[src/rtl/pipe_ctl_pkg.sv]
// Shared types for the pipeline sequencer.
//   pctl_state_t : sequencer FSM states
//   stage_ctl_t  : load-enable / flush pair for one pipeline register
//   pipe_ctl_t   : full set of per-stage controls driven by pipe_ctl
package pipe_ctl_pkg;

    typedef enum logic [1:0] {
        PCTL_INIT,
        PCTL_RUN,
        PCTL_DRAIN,
        PCTL_HALTED
    } pctl_state_t;

    typedef struct packed {
        logic en;
        logic flush;   // for ID/EX this is the bubble insert
    } stage_ctl_t;

    // The PC, EX/MEM and MEM/WB registers are never flushed, so they carry an enable only.
    typedef struct packed {
        logic       pc_en;
        stage_ctl_t ifid;
        stage_ctl_t idex;
        logic       exmem_en;
        logic       memwb_en;
    } pipe_ctl_t;

    // Downstream stages still to be retired after fetching stops.
    localparam int DRAIN_CYCLES = 3;

    // Every register holds its value; nothing is flushed.
    localparam pipe_ctl_t CTL_FREEZE = '0;

    // Normal flow: every register loads.
    localparam pipe_ctl_t CTL_FLOW = '{
        pc_en: 1'b1, ifid: '{en: 1'b1, flush: 1'b0}, idex: '{en: 1'b1, flush: 1'b0},
        exmem_en: 1'b1, memwb_en: 1'b1};

    // Load-use hold: PC and IF/ID keep their values, a bubble enters EX.
    localparam pipe_ctl_t CTL_STALL = '{
        pc_en: 1'b0, ifid: '{en: 1'b0, flush: 1'b0}, idex: '{en: 1'b1, flush: 1'b1},
        exmem_en: 1'b1, memwb_en: 1'b1};

    // PC holds, IF/ID takes a NOP, the rest of the pipe advances.
    localparam pipe_ctl_t CTL_NO_FETCH = '{
        pc_en: 1'b0, ifid: '{en: 1'b1, flush: 1'b1}, idex: '{en: 1'b1, flush: 1'b0},
        exmem_en: 1'b1, memwb_en: 1'b1};

endpackage

[src/rtl/pipe_ctl_perf_cnt.sv]
// Free-running event counter that wraps modulo 2^CNT_WIDTH.
//   clock   : rising-edge clock
//   reset_n : asynchronous active-low reset, clears the count
//   inc     : add one this cycle
//   clear   : synchronous clear, wins over inc
//   cnt     : current count
module perf_cnt #(
    parameter int CNT_WIDTH = 32
) (
    input  logic                 clock,
    input  logic                 reset_n,
    input  logic                 inc,
    input  logic                 clear,
    output logic [CNT_WIDTH-1:0] cnt
);

    // NOTE: sequential state is written with non-blocking assignments so every
    // flop samples the pre-edge values regardless of process ordering.
    always_ff @(posedge clock or negedge reset_n) begin
        if (!reset_n) begin
            cnt <= '0;
        end else if (clear) begin
            cnt <= '0;
        end else if (inc) begin
            cnt <= cnt + 1'b1;
        end
    end

endmodule

[src/rtl/pipe_ctl.sv]
// Central sequencer for the 5-stage pipeline registers.
// Merges load-use stall, EX jump redirect, memory waits and halt requests into
// per-stage enable/flush/bubble controls, sequences the post-reset flush and the
// halt drain, and counts stall cycles and jump flushes.
//   clock, reset_n       : rising-edge clock, asynchronous active-low reset
//   id_stall             : decode load-use hazard
//   ex_jmp_taken         : jump resolved in EX, two younger instructions are wrong-path
//   imem_wait, dmem_wait : fetch / MEM-stage access not complete
//   halt_req             : level request to stop fetching and drain
//   pc_en, *_en          : register load enables
//   ifid_flush           : load a NOP into IF/ID
//   idex_bubble          : load a bubble into ID/EX
//   halted               : pipeline drained and stopped
//   stall_cnt, flush_cnt : performance counters
module pipe_ctl
    import pipe_ctl_pkg::*;
#(
    parameter int INIT_CYCLES = 4,
    parameter int CNT_WIDTH   = 32
) (
    input  logic                 clock,
    input  logic                 reset_n,
    input  logic                 id_stall,
    input  logic                 ex_jmp_taken,
    input  logic                 imem_wait,
    input  logic                 dmem_wait,
    input  logic                 halt_req,
    output logic                 pc_en,
    output logic                 ifid_en,
    output logic                 ifid_flush,
    output logic                 idex_en,
    output logic                 idex_bubble,
    output logic                 exmem_en,
    output logic                 memwb_en,
    output logic                 halted,
    output logic [CNT_WIDTH-1:0] stall_cnt,
    output logic [CNT_WIDTH-1:0] flush_cnt
);

    // One down-counter serves both the INIT flush and the DRAIN sequence.
    localparam int SEQ_W = ($clog2(INIT_CYCLES) > 2) ? $clog2(INIT_CYCLES) : 2;
    localparam logic [SEQ_W-1:0] INIT_LOAD  = SEQ_W'(INIT_CYCLES - 1);
    localparam logic [SEQ_W-1:0] DRAIN_LOAD = SEQ_W'(DRAIN_CYCLES);

    pctl_state_t      state, state_nxt;
    logic [SEQ_W-1:0] seq_cnt, seq_cnt_nxt;
    pipe_ctl_t        ctl;
    logic             stall_inc;
    logic             flush_inc;

    always_ff @(posedge clock or negedge reset_n) begin
        if (!reset_n) begin
            state   <= PCTL_INIT;
            seq_cnt <= INIT_LOAD;
        end else begin
            state   <= state_nxt;
            seq_cnt <= seq_cnt_nxt;
        end
    end

    // NOTE: every signal written here gets a default first, so no path through
    // the case leaves one unassigned and no latch is inferred.
    always_comb begin
        state_nxt   = state;
        seq_cnt_nxt = seq_cnt;
        ctl         = CTL_FREEZE;
        halted      = 1'b0;
        stall_inc   = 1'b0;
        flush_inc   = 1'b0;

        case (state)
            PCTL_INIT: begin
                // Flush every stage register; the PC stays at its reset vector.
                ctl = '{pc_en: 1'b0, ifid: '{en: 1'b1, flush: 1'b1},
                        idex: '{en: 1'b1, flush: 1'b1}, exmem_en: 1'b1, memwb_en: 1'b1};
                if (seq_cnt == '0) begin
                    state_nxt = PCTL_RUN;
                end else begin
                    seq_cnt_nxt = seq_cnt - SEQ_W'(1);
                end
            end

            PCTL_RUN: begin
                // A pending dmem_wait freezes everything, including the halt decision.
                if (!dmem_wait) begin
                    if (ex_jmp_taken) begin
                        // Redirect wins over stall/imem_wait: both concern wrong-path work.
                        ctl = '{pc_en: 1'b1, ifid: '{en: 1'b1, flush: 1'b1},
                                idex: '{en: 1'b1, flush: 1'b1}, exmem_en: 1'b1, memwb_en: 1'b1};
                        flush_inc = 1'b1;
                    end else if (id_stall) begin
                        ctl       = CTL_STALL;
                        stall_inc = 1'b1;
                    end else if (imem_wait) begin
                        ctl = CTL_NO_FETCH;
                    end else begin
                        ctl = CTL_FLOW;
                    end

                    if (halt_req) begin
                        state_nxt   = PCTL_DRAIN;
                        seq_cnt_nxt = DRAIN_LOAD;
                    end
                end
            end

            PCTL_DRAIN: begin
                // No fetching and no redirect; jumps resolving now are dropped.
                if (!dmem_wait) begin
                    if (id_stall) begin
                        // Hold IF/ID rather than flush it: it carries the waiting instruction.
                        ctl       = CTL_STALL;
                        stall_inc = 1'b1;
                    end else begin
                        ctl = CTL_NO_FETCH;
                    end
                    // Leave as the count reaches zero, giving DRAIN_CYCLES advancing cycles.
                    seq_cnt_nxt = seq_cnt - SEQ_W'(1);
                    if (seq_cnt == SEQ_W'(1)) begin
                        state_nxt = PCTL_HALTED;
                    end
                end
            end

            PCTL_HALTED: begin
                halted = 1'b1;
                if (!halt_req) begin
                    state_nxt = PCTL_RUN;
                end
            end

            default: begin
                state_nxt   = PCTL_INIT;
                seq_cnt_nxt = INIT_LOAD;
            end
        endcase
    end

    assign pc_en       = ctl.pc_en;
    assign ifid_en     = ctl.ifid.en;
    assign ifid_flush  = ctl.ifid.flush;
    assign idex_en     = ctl.idex.en;
    assign idex_bubble = ctl.idex.flush;
    assign exmem_en    = ctl.exmem_en;
    assign memwb_en    = ctl.memwb_en;

    perf_cnt #(.CNT_WIDTH(CNT_WIDTH)) u_stall_cnt (
        .clock   (clock),
        .reset_n (reset_n),
        .inc     (stall_inc),
        .clear   (state == PCTL_INIT),
        .cnt     (stall_cnt)
    );

    perf_cnt #(.CNT_WIDTH(CNT_WIDTH)) u_flush_cnt (
        .clock   (clock),
        .reset_n (reset_n),
        .inc     (flush_inc),
        .clear   (state == PCTL_INIT),
        .cnt     (flush_cnt)
    );

endmodule

[config.mk]
export PLATFORM = sky130hd
export DESIGN_NAME = pipe_ctl
export DESIGN_NICKNAME = d
export VERILOG_FILES = /design/src/rtl/pipe_ctl_pkg.sv /design/src/rtl/pipe_ctl_perf_cnt.sv /design/src/rtl/pipe_ctl.sv
export SDC_FILE = /design/constraint.sdc
export NUM_CORES = 1
export LEC_CHECK = 0
export CORE_MARGIN = 2
export CORE_UTILIZATION = 51
export CTS_CLUSTER_SIZE = 16
export DETAILED_ROUTE_END_ITERATION = 7
export PLACE_DENSITY = 0.86
export SKIP_CTS_REPAIR_TIMING = 1
export SYNTH_ARGS = -nofsm -noshare
export SYNTH_HDL_FRONTEND = slang
export SYNTH_SLANG_ARGS = --single-unit
export TNS_END_PERCENT = 5
[constraint.sdc]
create_clock -name clock -period 2.7 [get_ports clock]
set_input_delay 0.54 -clock clock [delete_from_list [all_inputs] [get_ports clock]]
set_output_delay 0.54 -clock clock [all_outputs]
set_load 0.02 [all_outputs]
* Word-level counts from Yosys, hierarchy flattened *
Cells that the tools add are included.

word-level totals
  flip-flop bits (word level) = 68
  input port bits = 7
  output and inout port bits = 72
  logic and storage cells = 57

operators by class
  add/sub/neg operators = 3
  eq/ne operators = 11
  multiplexer cells = 32
  reduce and logical (&&, ||, !) cells = 7

operator list
  kind                                                 count
  two-way mux 32 bit                                   4
  adder 32 x 1 -> 32 bit, second input constant        2
  two-way mux 7 bit                                    4
  case mux 7 bit (3 select lines)                      1
  two-way mux 2 bit                                    10
  != test 2 bit, second input constant                 7
  two-way mux 6 bit                                    2
  two-way mux 1 bit                                    8
  case mux 2 bit (4 select lines)                      1
  case mux 2 bit (3 select lines)                      1
  AND reduction 6 bit                                  1
  AND reduction 5 bit                                  1
  equality test 2 x 1 -> 1 bit, second input constant  2
  equality test 2 bit, second input constant           2
  logical NOT 2 bit                                    2
  nonzero test 2 bit                                   2
  nonzero test 3 bit                                   1
  case mux 1 bit (2 select lines)                      1
  subtractor 2 x 1 -> 2 bit, second input constant     1

* Depth between registers and ports, before layout *
  word-level depth = 6
  mapped depth = 9
  mapped depth without buffers = 7

* Hierarchy *
From an unflattened synthesis, not the netlist that was laid out.

second synthesis, totals
  cell total of the unflattened synthesis = 407
  area, all modules = 3808.7 sq um

by module, submodules not included
  module    times used  cells an instance  area each (sq um)  sequential area each (sq um)
  perf_cnt  2           176                1680.4             800.8
  pipe_ctl  1           55                 447.9              102.6

* Least setup slack after synthesis *
OpenSTA, ideal clock, no wires.

  kind = reg2reg
  start point = register state[1]
  end point = register u_stall_cnt.cnt[31]
  library setup time = 0.125 ns
  arrival = 2.283 ns
  data required time = 2.575 ns
  path slack = 0.292 ns
  stages on the path, launching flop included = 9
  path buffers = 1
  period minus slack after synthesis = 2.408 ns
  cells stage by stage = dfrtp_1 > inv_1 > ha_1 > clkbuf_1 > nor2b_1 > o2111ai_1 > or4_4 > nor3_1 > mux2_2

between the ends
  word-level cells in the longest chain between the ends = 3
  elaborated cells between the ends (all ways) = 6
  those cells by class = eq/ne (2); mux (2); reduce/logical (2)

RTL lines
  item                                                                        line                     source
  start: declaration                                                          pipe_ctl.sv:45           pctl_state_t state, state_nxt;
  start signal: assignment                                                    pipe_ctl.sv:56           state <= state_nxt;
  equality test 2 bit / equality test 2 x 1 -> 1 bit (equally long branches)  pipe_ctl.sv:71           case (state)
  case mux 1 bit (2 select lines)                                             pipe_ctl.sv:71
  nonzero test 2 bit (no source line)                                         n/a
  end signal: assignment                                                      pipe_ctl_perf_cnt.sv:25  cnt <= cnt + 1'b1;
  end: declaration                                                            pipe_ctl_perf_cnt.sv:14  output logic [CNT_WIDTH-1:0] cnt

Several ways; a longest one is shown, not always the timed one.
A chain may end at the register's enable or synchronous reset.

* Final worst setup path *
  start point = register state[0]
  end point = register u_stall_cnt.cnt[31]

The elaborated chain is that of the path after synthesis.

==> impl_metrics.json <==
{
  "cts_tree": "done",
  "routed_wl_mm": 9.01,
  "clk_path_buf_depth": 2,
  "hp-class": "in2async",
  "max_stage_delay_ps": 510,
  "synthTopCellsByArea": "dfrtp_1 (44%), nor2_1 (7.2%), xnor2_1 (7.0%)",
  "die_area_um2": 8020,
  "synthAdderAreaFrac_pct": 3.02,
  "ys_seq_elements": 68,
  "grt_usage_pct": 24.0,
  "vias_per_cell": 5.56,
  "yosys.area_share.xor_xnor_pct": 11.7,
  "numCtsBuffers": 9,
  "postLayoutCellArea_um2": 4970,
  "multi_input_area_um2": 1900,
  "ant_nets": 0,
  "slew_violations": 0,
  "cp.required_ps": 2930,
  "post-route-min-period_ps": 2530,
  "rr_startpoint": "state[0]",
  "synth_cell_type_count": 39,
  "io_pins": 79,
  "synthSimpleGateAreaFrac_pct": 27.8,
  "wl_per_cell_um": 14.9,
  "place.gp.congestion": 0.924,
  "status": "complete, no violations",
  "yosys_warnings": 0,
  "postSynth.asyncResetShare_pct": 100,
  "netlist_instances": 408,
  "layout-drive-gt1-share_pct": 10.3,
  "fin_crit_sh_pct": 93.8,
  "p_leak_nw": 2.15,
  "ff_latch_area_um2": 1700,
  "drt_first_pass_iters": 4,
  "worst_pin_slew_ps": 716,
  "final.fill_count": 556,
  "hold_viol_final": 0,
  "rsz0062_at_grt": "yes",
  "cp-start-kind": "register",
  "synthesis.nets": 424,
  "dpl_worst_slack_ps": 6.20,
  "diodes": 0,
  "postPlaceCellArea_um2": 4730,
  "yosysTopAreaCellShare_pct": 44.2,
  "grt_pass1_vias": 3310,
  "antenna_found_initial": 0,
  "slowest_stage": "or4_4",
  "syn_area_um2": 3730,
  "critical_path.max_fanout": 5,
  "r2r-end": "u_stall_cnt.cnt[31]",
  "grt_max_degree": 71,
  "cts_root_buf": "clkbuf_8",
  "syn_to_final_growth_pct": 33.0,
  "setup_viol": 0,
  "placementRows": 31,
  "synth_top_family_by_area": "simple AND/OR/NAND/NOR gates",
  "worstSkewPairLatency_ps": 340,
  "peakVddDrop_v": 0.000454,
  "cp-end-kind": "register",
  "crit_start": "state[0]",
  "start_util_pct": 52.0,
  "die_y_um": 89.6,
  "vias": 3366,
  "rrSetupSlack_ps": 170,
  "htreeDepth": 3,
  "coreArea_um2": 7180,
  "post-route-drc-count": 0,
  "avgSynthCellArea_um2": 9.15,
  "finalWorstSetupSlack_ps": 167,
  "path_clk_slew_ps": 70,
  "path_class": "reg2reg",
  "ys_seq_area_share_pct": 45.6,
  "cts.sinks": 68,
  "whs_ps": 124,
  "nets": 517,
  "synth_flop_cell": "dfrtp_1",
  "io_buffers": 78,
  "r2r_cells": 7,
  "clock_skew_ps": 5.33,
  "arrival_ps": 2760,
  "finalPower_mw": 2.97,
  "synthMuxAreaShare_pct": 1.74,
  "power_density_nw_per_um2": 599,
  "synth_compound_gate_area_share_pct": 6.10,
  "die_w_um": 89.6,
  "grt_pass1_wl_mm": 15.1,
  "slew_headroom_pct": 52.3,
  "place_hpwl_mm": 6.36,
  "drv_cap": 0,
  "synth_largest_area_cell": "dfrtp_1",
  "path_cells": "inv_1 -> ha_2 -> nor2b_1 -> o2111ai_1 -> or4_4 -> nor3_1 -> mux2_2",
  "synth-edff-count": 0,
  "fmax_mhz": 395,
  "drt_iter0_markers": 141,
  "fin_util_pct": 69.2,
  "overflow": 0
}
==> worst max-delay path by stage <==
stage / to / slack [ps] / cells past startpoint
after floorplan: u_stall_cnt.cnt[31] / 290 / 8
after global placement: idex_bubble / 50 / 5
after detailed placement: u_stall_cnt.cnt[31] / 6 / 6
after CTS: ifid_en / -180 / 6
after global routing: u_stall_cnt.cnt[31] / -20 / 7
final: u_stall_cnt.cnt[31] / 170 / 7
==> power by group <==
group	switching (mW)	total [mW]	internal [mW]
registers	0.0537	1.13	1.08
clock network	0.386	0.860	0.474
logic	0.592	0.981	0.389
==> stage by stage <==
| stage | TNS (ps) | cells |
|---|---|---|
| 6_report | 0 | 605 |
| 5_1_grt | -15.6 | 605 |
| 4_1_cts | -876 | 605 |
| 3_5_place_dp | 0 | 589 |
| 3_3_place_gp | 0 | 589 |
| 2_1_floorplan | 0 | 408 |
==> routing by layer <==
metal / part of all wire (%) / routed length [um] / vias up / GRT usage, %
met1: 43 / 3900 / 1660 / 30.0
li1: - / - / 1604 / -
met2: 51 / 4640 / 90 / 41.8
met4: 1.2 / 111 / 0 / 9.36
met5: 0 / 0 / - / 0
met3: 4.0 / 362 / 12 / 3.60
==> synthesized netlist by cell type (2+ instances only) <==
library cell / count
buf_4: 2
nor2b_1: 7
o21ai_0: 10
ha_1: 9
xor2_1: 20
or4_1: 9
o2111a_1: 2
o2111ai_1: 2
mux2i_1: 2
nor4_1: 11
nor3_1: 13
nand4b_1: 2
or3_1: 4
dfstp_2: 2
xnor2_1: 30
and4_1: 7
a21oi_1: 16
or2_2: 2
nand3_1: 16
nor2_1: 72
nand2_1: 22
nand4_1: 17
dfrtp_1: 66
clkbuf_1: 15
nand2b_1: 3
mux2_2: 4
and3_1: 8
inv_1: 20
o31ai_1: 3
and2_1: 3
==> final cells by class <==
class                           count  share of cell area, %
Inverter                           20                   1.51
Clock buffer                       12                   3.12
Multi-Input combinational cell    303                   38.2
Tap cell                           99                   2.49
Sequential cell                    68                   34.3
Clock inverter                      4                  0.957
Timing Repair Buffer               99                   19.4
==> placed cells by master (no fill, tap or decap), drive strengths merged, types with 2 or more instances in the layout <==
cell            n
nor2           72
clkdlybuf4s50  70
dfrtp          66
xnor2          30
nand2          22
buf            22
inv            20
xor2           20
nand4          18
a21oi          16
nand3          16
nor3           13
clkbuf         12
nor4           11
o21ai          10
or4            10
ha              9
and3            8
and4            8
nor2b           7
dlymetal6s2s    7
or3             5
mux2            4
and2            3
nand2b          3
o31ai           3
nand4b          2
mux2i           2
o2111ai         2
or2             2
o2111a          2
clkinv          2
dfstp           2
==> cells by family (layout without fill, tap and decap cells) <==
kind of cell,after synthesis,count (layout)
fa+ha+maj,9,9
buf+inv,37,135
simple gates,201,201
mux,6,6
compound gates,37,37
flops,68,68
xor+xnor,50,50
==> worst max-delay path: cells and delay by family, from the launching register on <==
kind | cells | cell delay [ps]
multiplexers | 1 | 360
adder cells (fa/ha/maj) | 1 | 340
buffers and inverters | 1 | 110
AND/OR/NAND/NOR | 3 | 900
AO/OA/AOI/OAI | 1 | 250
flip-flops | 1 | 470
==> registers in the layout (all words and copies together), names as in the netlist <==
signal and count:
state 2, u_stall_cnt.cnt 32, seq_cnt 2, u_flush_cnt.cnt 32
Note: power is estimated with default switching activity, not from simulation.
